$ cat src/rtl/nes_oam_dma.sv
// Sprite OAM DMA engine: on a $4014 write it halts the CPU, takes the bus, and copies
// one 256-byte CPU page to the PPU OAM data port using alternating get/put cycles.
module nes_oam_dma #(
    parameter int               ADDR_W        = 16,
    parameter int               DATA_W        = 8,
    parameter logic [ADDR_W-1:0] DMA_REG_ADDR  = 16'h4014,
    parameter logic [ADDR_W-1:0] OAM_DATA_ADDR = 16'h2004
) (
    input  logic              clk,
    input  logic              b_rst,
    input  logic [ADDR_W-1:0] cpu_addr,
    input  logic [DATA_W-1:0] cpu_wdata,
    input  logic              cpu_we,
    input  logic              cpu_halted,
    output logic              cpu_halt,
    output logic              dma_active,
    output logic [ADDR_W-1:0] bus_addr,
    output logic [DATA_W-1:0] bus_wdata,
    output logic              bus_we,
    input  logic [DATA_W-1:0] bus_rdata,
    output logic              dma_done
);

    typedef enum logic [2:0] {
        IDLE      = 3'd0,
        HALT_WAIT = 3'd1,
        ALIGN     = 3'd2,
        READ      = 3'd3,
        WRITE     = 3'd4
    } state_e;

    state_e            state_q, state_d;
    logic              parity_q, parity_d;
    logic [7:0]        idx_q, idx_d;
    logic [DATA_W-1:0] page_q, page_d;
    logic [DATA_W-1:0] data_q, data_d;

    logic              cpu_halt_q, cpu_halt_d;
    logic              dma_active_q, dma_active_d;
    logic [ADDR_W-1:0] bus_addr_q, bus_addr_d;
    logic [DATA_W-1:0] bus_wdata_q, bus_wdata_d;
    logic              bus_we_q, bus_we_d;
    logic              dma_done_q, dma_done_d;

    // State, parity and transfer bookkeeping registers.
    always_ff @(posedge clk or negedge b_rst) begin
        if (!b_rst) begin
            state_q  <= IDLE;
            parity_q <= 1'b0;
            idx_q    <= 8'd0;
            page_q   <= {DATA_W{1'b0}};
            data_q   <= {DATA_W{1'b0}};
        end else begin
            state_q  <= state_d;
            parity_q <= parity_d;
            idx_q    <= idx_d;
            page_q   <= page_d;
            data_q   <= data_d;
        end
    end

    // Next-state logic: parity 0 is a get cycle, parity 1 a put cycle.
    always_comb begin
        state_d  = state_q;
        parity_d = ~parity_q;
        idx_d    = idx_q;
        page_d   = page_q;
        data_d   = data_q;
        case (state_q)
            IDLE: begin
                if (cpu_we && (cpu_addr == DMA_REG_ADDR)) begin
                    page_d  = cpu_wdata;
                    idx_d   = 8'd0;
                    state_d = HALT_WAIT;
                end else begin
                    state_d = IDLE;
                end
            end
            HALT_WAIT: begin
                if (cpu_halted) begin
                    state_d = ALIGN;
                end else begin
                    state_d = HALT_WAIT;
                end
            end
            ALIGN: begin
                if (parity_q) begin
                    state_d = READ;
                end else begin
                    state_d = ALIGN;
                end
            end
            READ: begin
                data_d  = bus_rdata;
                state_d = WRITE;
            end
            WRITE: begin
                idx_d = idx_q + 8'd1;
                if (idx_q == 8'hFF) begin
                    state_d = IDLE;
                end else begin
                    state_d = READ;
                end
            end
            default: begin
                state_d = IDLE;
            end
        endcase
    end

    // Output decode from the next state so the registered outputs line up with the state.
    always_comb begin
        cpu_halt_d   = (state_d != IDLE);
        dma_active_d = 1'b0;
        bus_addr_d   = {ADDR_W{1'b0}};
        bus_wdata_d  = {DATA_W{1'b0}};
        bus_we_d     = 1'b0;
        dma_done_d   = (state_q == WRITE) && (idx_q == 8'hFF);
        case (state_d)
            ALIGN: begin
                dma_active_d = 1'b1;
                bus_addr_d   = ADDR_W'({page_d, 8'h00});
            end
            READ: begin
                dma_active_d = 1'b1;
                bus_addr_d   = ADDR_W'({page_d, idx_d});
            end
            WRITE: begin
                dma_active_d = 1'b1;
                bus_addr_d   = OAM_DATA_ADDR;
                bus_wdata_d  = data_d;
                bus_we_d     = 1'b1;
            end
            default: begin
                dma_active_d = 1'b0;
                bus_addr_d   = {ADDR_W{1'b0}};
            end
        endcase
    end

    // Output registers.
    always_ff @(posedge clk or negedge b_rst) begin
        if (!b_rst) begin
            cpu_halt_q   <= 1'b0;
            dma_active_q <= 1'b0;
            bus_addr_q   <= {ADDR_W{1'b0}};
            bus_wdata_q  <= {DATA_W{1'b0}};
            bus_we_q     <= 1'b0;
            dma_done_q   <= 1'b0;
        end else begin
            cpu_halt_q   <= cpu_halt_d;
            dma_active_q <= dma_active_d;
            bus_addr_q   <= bus_addr_d;
            bus_wdata_q  <= bus_wdata_d;
            bus_we_q     <= bus_we_d;
            dma_done_q   <= dma_done_d;
        end
    end

    assign cpu_halt   = cpu_halt_q;
    assign dma_active = dma_active_q;
    assign bus_addr   = bus_addr_q;
    assign bus_wdata  = bus_wdata_q;
    assign bus_we     = bus_we_q;
    assign dma_done   = dma_done_q;

endmodule
$ cat config.mk
export PLATFORM = sky130hd
export DESIGN_NAME = nes_oam_dma
export DESIGN_NICKNAME = d
export VERILOG_FILES = /design/src/rtl/nes_oam_dma.sv
export SDC_FILE = /design/constraint.sdc
export NUM_CORES = 1
export LEC_CHECK = 0
export ABC_AREA = 1
export BUFFER_PORTS_ARGS = -buffer_cell sky130_fd_sc_hd__buf_2
export CAP_MARGIN = 20
export CORE_MARGIN = 4
export CORE_UTILIZATION = 35
export DETAILED_ROUTE_END_ITERATION = 16
export PLACE_DENSITY = 0.66
export SKIP_CTS_REPAIR_TIMING = 1
export SLEW_MARGIN = 20
export SYNTH_ARGS = -nofsm -noshare
export SYNTH_HDL_FRONTEND = slang
export SYNTH_SLANG_ARGS = --single-unit
$ cat constraint.sdc
create_clock -name clk -period 4.4 [get_ports clk]
set_input_delay 0.44 -clock clk [delete_from_list [all_inputs] [get_ports clk]]
set_output_delay 0.44 -clock clk [all_outputs]
set_load 0.02 [all_outputs]
# --- After elaboration in Yosys (flattened, before gate mapping) ---
# Cells that the tools add are included.
op_classes:
  n_addsub: 1
  n_eq_ne: 9
  mux: 14
  bitwise_logic: 1
  reduce_logical: 5
ops:
  columns: ["operator", "n"]
  rows:
  - ["16-bit case mux with 3 select lines", 1]
  - ["8-bit 2-to-1 mux", 5]
  - ["16-bit by 15-bit == test with 1-bit output, second input constant", 1]
  - ["8-bit case mux with 2 select lines", 1]
  - ["3-bit case mux with 5 select lines", 1]
  - ["3-bit by 2-bit == test with 1-bit output, second input constant", 4]
  - ["8-bit by 1-bit adder with 8-bit output, second input constant", 1]
  - ["8-bit == test, second input constant", 1]
  - ["3-bit == test, second input constant", 2]
  - ["1-bit 2-to-1 mux", 4]
  - ["2-bit 2-to-1 mux", 2]
  - ["3-bit by 1-bit == test with 1-bit output, second input constant", 1]
  - ["3-bit logical NOT", 1]
  - ["3-bit nonzero test", 1]
  - ["3-bit OR reduction", 1]
  - ["1-bit logical AND", 2]
  - ["1-bit NOT", 1]
word_totals:
  regBits: 56
  inputBits: 36
  out_inout_bits: 28
  elab_cells: 41

# --- Longest topological paths before layout ---
logic_depth:
  word_depth: 7
  mapped_depth: 10

# --- Worst setup path after synthesis ---
# Ideal clock, no wire load.
synth_timing:
  path_type: "input-to-reg"
  from: "in cpu_addr[1]"
  to: "reg bus_addr_q[15], in the netlist bus_addr[15]"
  setup_time_ps: 127
  t_arrival_ps: 1302
  path_slack_ps: 2971
  stages: 7
  path_buffers: 1
  path_cell_list: "nor2_1 -> inv_1 -> nor2_2 -> nand4_4 -> buf_4 -> o21ai_0 -> nor2_1"
synth_via:
  elab_chain_len: 6
synth_lines:
  columns: ["element", "line", "text"]
  rows:
  - ["start, declared", "11", "input logic [ADDR_W-1:0] cpu_addr,"]
  - ["16-bit by 15-bit == test with 1-bit output (*)", "71", "if (cpu_we && (cpu_addr == DMA_REG_ADDR)) begin"]
  - ["1-bit logical AND (*)", "71", null]
  - ["1-bit 2-to-1 mux", "71", null]
  - ["3-bit case mux with 5 select lines", "69", "case (state_q)"]
  - ["3-bit == test or 3-bit by 2-bit == test with 1-bit output (tied branches)", "119", "case (state_d)"]
  - ["16-bit case mux with 3 select lines (*)", "119", null]
  - ["named net bus_addr_d[15]", "40", "logic [ADDR_W-1:0] bus_addr_q, bus_addr_d;"]
  - ["end signal, assigned", "146", "bus_addr_q <= {ADDR_W{1'b0}};"]
  - ["end signal, assigned", "153", "bus_addr_q <= bus_addr_d;"]
  - ["end, declared", "40", null]
# Mark *: on every way through the listed nets, which the timed path passes. The rest lies on a longest branch.

# --- Worst setup path after layout ---
layout_timing:
  from: "reg state_q[0]"
  to: "reg bus_addr_q[15], in the netlist bus_addr[15]"
layout_via:
  elab_chain_len: 4
layout_lines:
  columns: ["element", "line", "text"]
  rows:
  - ["start, declared", "32", "state_e state_q, state_d;"]
  - ["start signal, assigned", "54", "state_q <= state_d;"]
  - ["3-bit == test (tied with other cells)", "69", null]
  - ["3-bit case mux with 5 select lines", "69", null]
  - ["3-bit == test or 3-bit by 2-bit == test with 1-bit output (tied branches)", "119", null]
  - ["16-bit case mux with 3 select lines (*)", "119", null]
  - ["named net bus_addr_d[15]", "40", null]
# Marked as above.

==> flow_metrics.tcl <==
set metrics [dict create \
    min_path_type "primary input to asynchronous set/reset pin" \
    worst_setup_path_start_kind "flip-flop" \
    avgSynthCellArea_um2 8.99 \
    max_cap_violations 0 \
    synth_area_leader_cell "dfrtp_1" \
    die_x_um 85.7 \
    peakVddDrop_uv 144 \
    ys_seq_area_share_pct 56.9 \
    antenna_found_initial 0 \
    power_density_mw_per_mm2 290 \
    dpl_cell_area_mm2 0.00250 \
    rsz0062_at_grt "no" \
    p_leak_uw 0.00140 \
    synthCells 235 \
    clk_path_buf_depth 2 \
    fin_util_pct 44.2 \
    tns_ps 0 \
    drive_gt1_share_pct 30.7 \
    pwr-share-seq_pct 59.0 \
    finalMaxSlewViolations 0 \
    fin_crit_ps 1710 \
    synth_warnings 0 \
    met2_usage_pct 20.7 \
    cts_tree "built" \
    synth-seq-cells 48 \
    nets 339 \
    grtUsageMet1_pct 15.6 \
    combPwrFrac_pct 5.4 \
    finalHoldViolations 0 \
    num_vias 1619 \
    worst_slew_pin_slew_ps 594 \
    antenna_left 0 \
    crit_path_max_fanout 21 \
    synth_top_area_share_pct 56.9 \
    post_drt_wl_per_cell_um 11.3 \
    critPathRequiredTime_ps 4580 \
    drt_iter0_drc 61 \
    initial_core_util_pct 35.9 \
    htree_levels 2 \
    endpoint_kind "flip-flop" \
    finalWirelength_um 4260 \
    stdcell_area_mm2 0.00260 \
    grt_use_total_pct 12.4 \
    p_total_uw 754 \
    cts.sinks 48 \
    final_cell_mix "62 x buf_2, 48 x dfrtp_1, 45 x inv_1" \
    pre_cts_ws_ps 2630 \
    grt_pass1_vias 1508 \
    setup_viol 0 \
    viasPerCell 4.28 \
    synth.area.top_cells "dfrtp_1 57%, inv_1 8.0%, nand2_1 6.2%" \
    crit_type "flip-flop to flip-flop" \
    overflow 0 \
    n_antenna_cell 0 \
    die_area_mm2 0.00734 \
    clkPwrFrac_pct 35.7 \
    finalCritPeriodShare_pct 38.8 \
    slowest_stage "dfrtp_1" \
    port_buffers 63 \
    syn_area_mm2 0.00211 \
    p_int_uw 588 \
    drcViolationCount 0 \
    coreArea_mm2 0.00589 \
    numCtsBuffers 5 \
    worst_path_most_repeated_cell "nor2_4" \
    final_common_cell "buf_2" \
    area_growth_pct 23.2 \
    grt_pass1_wl_um 7110 \
    synth_nets 272 \
    die_h_um 85.7 \
    dp_hpwl_um 3280 \
    num_rows 28 \
    dr.pass1.iters 4 \
    relSlewSlack_pct 60.4 \
    ios 64 \
    max_freq_mhz 586 \
    finClkSkew_ps 3.24 \
    switchingPower_uw 166 \
    path_clk_slew_ps 80 \
    cp.arrival_ps 1880 \
    synth_cell_types 33 \
    grt_start_max_net_pins 49 \
    worst-path-buf-inv 1 \
    grt.met3_usage_pct 3.94 \
    clk_latency_ps 300 \
    cts-root-buf "clkbuf_8" \
    place.gp.congestion 0.869 \
    grt_busiest_layer "met2" \
    p_sw_share_pct 22.0 \
    max_stage_delay_ps 460 \
    outcome "completed" \
    crit_chain "nor2_4 -> inv_2 -> nor2_4 -> nand4_4 -> o21ai_0 -> nor2_1" \
    critPathTopFamily "simple AND/OR/NAND/NOR gates" \
    layout_setup_ws_ps 2690 \
]
## Yosys cell counts (all sizes together)
master,count
o31ai,1
ha,1
clkbuf,1
and2,2
nand2,38
o21a,1
buf,2
nand3,20
nand4,8
nor2,42
dfrtp,48
inv,50
xor2,1
nor3,3
o21ai,8
or2,4
o211ai,1
a21oi,4
## layer usage
metal	wire length, um	share of wire [%]	vias to the layer above
met2	2090	49	36
met3	285	6.7	5
met5	0	0	-
met1	1830	43	731
li1	-	-	847
met4	51	1.2	0
## flip-flops by register name, indices dropped and copies added, names as in the netlist
signal / count
bus_addr: 16
bus_wdata: 8
bus_we: 1
cpu_halt: 1
dma_active: 1
dma_done: 1
idx_q: 8
page_q: 8
parity_q: 1
state_q: 3
## kinds of logic (layout without fill, tap and decap cells)
group | count (synthesis) | count (layout) | share of synthesized area [%]
AO/OA/AOI/OAI | 15 | 15 | 4.62
XOR/XNOR | 1 | 1 | 0.415
adder cells (fa/ha/maj) | 1 | 1 | 0.592
buffers and inverters | 53 | 121 | 9.77
flip-flops | 48 | 48 | 56.9
AND/OR/NAND/NOR | 117 | 117 | 27.7
## power groups by stage
stage	registers (uW)	logic, uW	clock network, uW
after CTS	445	41.6	280
after detailed placement	454	41.5	0
after global routing	445	46.8	301
after global placement	453	40.8	0
final	445	40.4	269
after floorplan	459	6.48	0
## final timing paths
path | cells past startpoint | end | from | slack, ps
min in group clk | 3 | bus_wdata[2]$_DFF_PN0_ | bus_rdata[2] | 340
max reg2reg | 6 | bus_addr[15]$_DFF_PN0_ | state_q[0]$_DFF_PN0_ | 2690
max in group asynchronous | 1 | bus_addr[10]$_DFF_PN0_ | b_rst | 3860
min | 1 | dma_done$_DFF_PN0_ | b_rst | 140
min reg2reg | 1 | parity_q$_DFF_PN0_ | parity_q$_DFF_PN0_ | 430
max | 6 | bus_addr[15]$_DFF_PN0_ | state_q[0]$_DFF_PN0_ | 2690
## area by class of cell
| type | instances | area [um2] |
|---|---|---|
| sequential | 48 | 1200 |
| clock buffer | 7 | 86.3 |
| clock inverter | 1 | 7.51 |
| tap | 75 | 93.8 |
| inverter | 50 | 190 |
| multi-input combinational | 134 | 704 |
| fill | 610 | 3280 |
| timing repair buffer | 63 | 318 |
## through the flow
stage | hold slack, ps | std cells
detailed placement | 412 | 370
floorplan | 144 | 235
finish | 145 | 378
global route | 188 | 378
global placement | 406 | 370
CTS | 328 | 378
(Power assumes the default switching activity.)
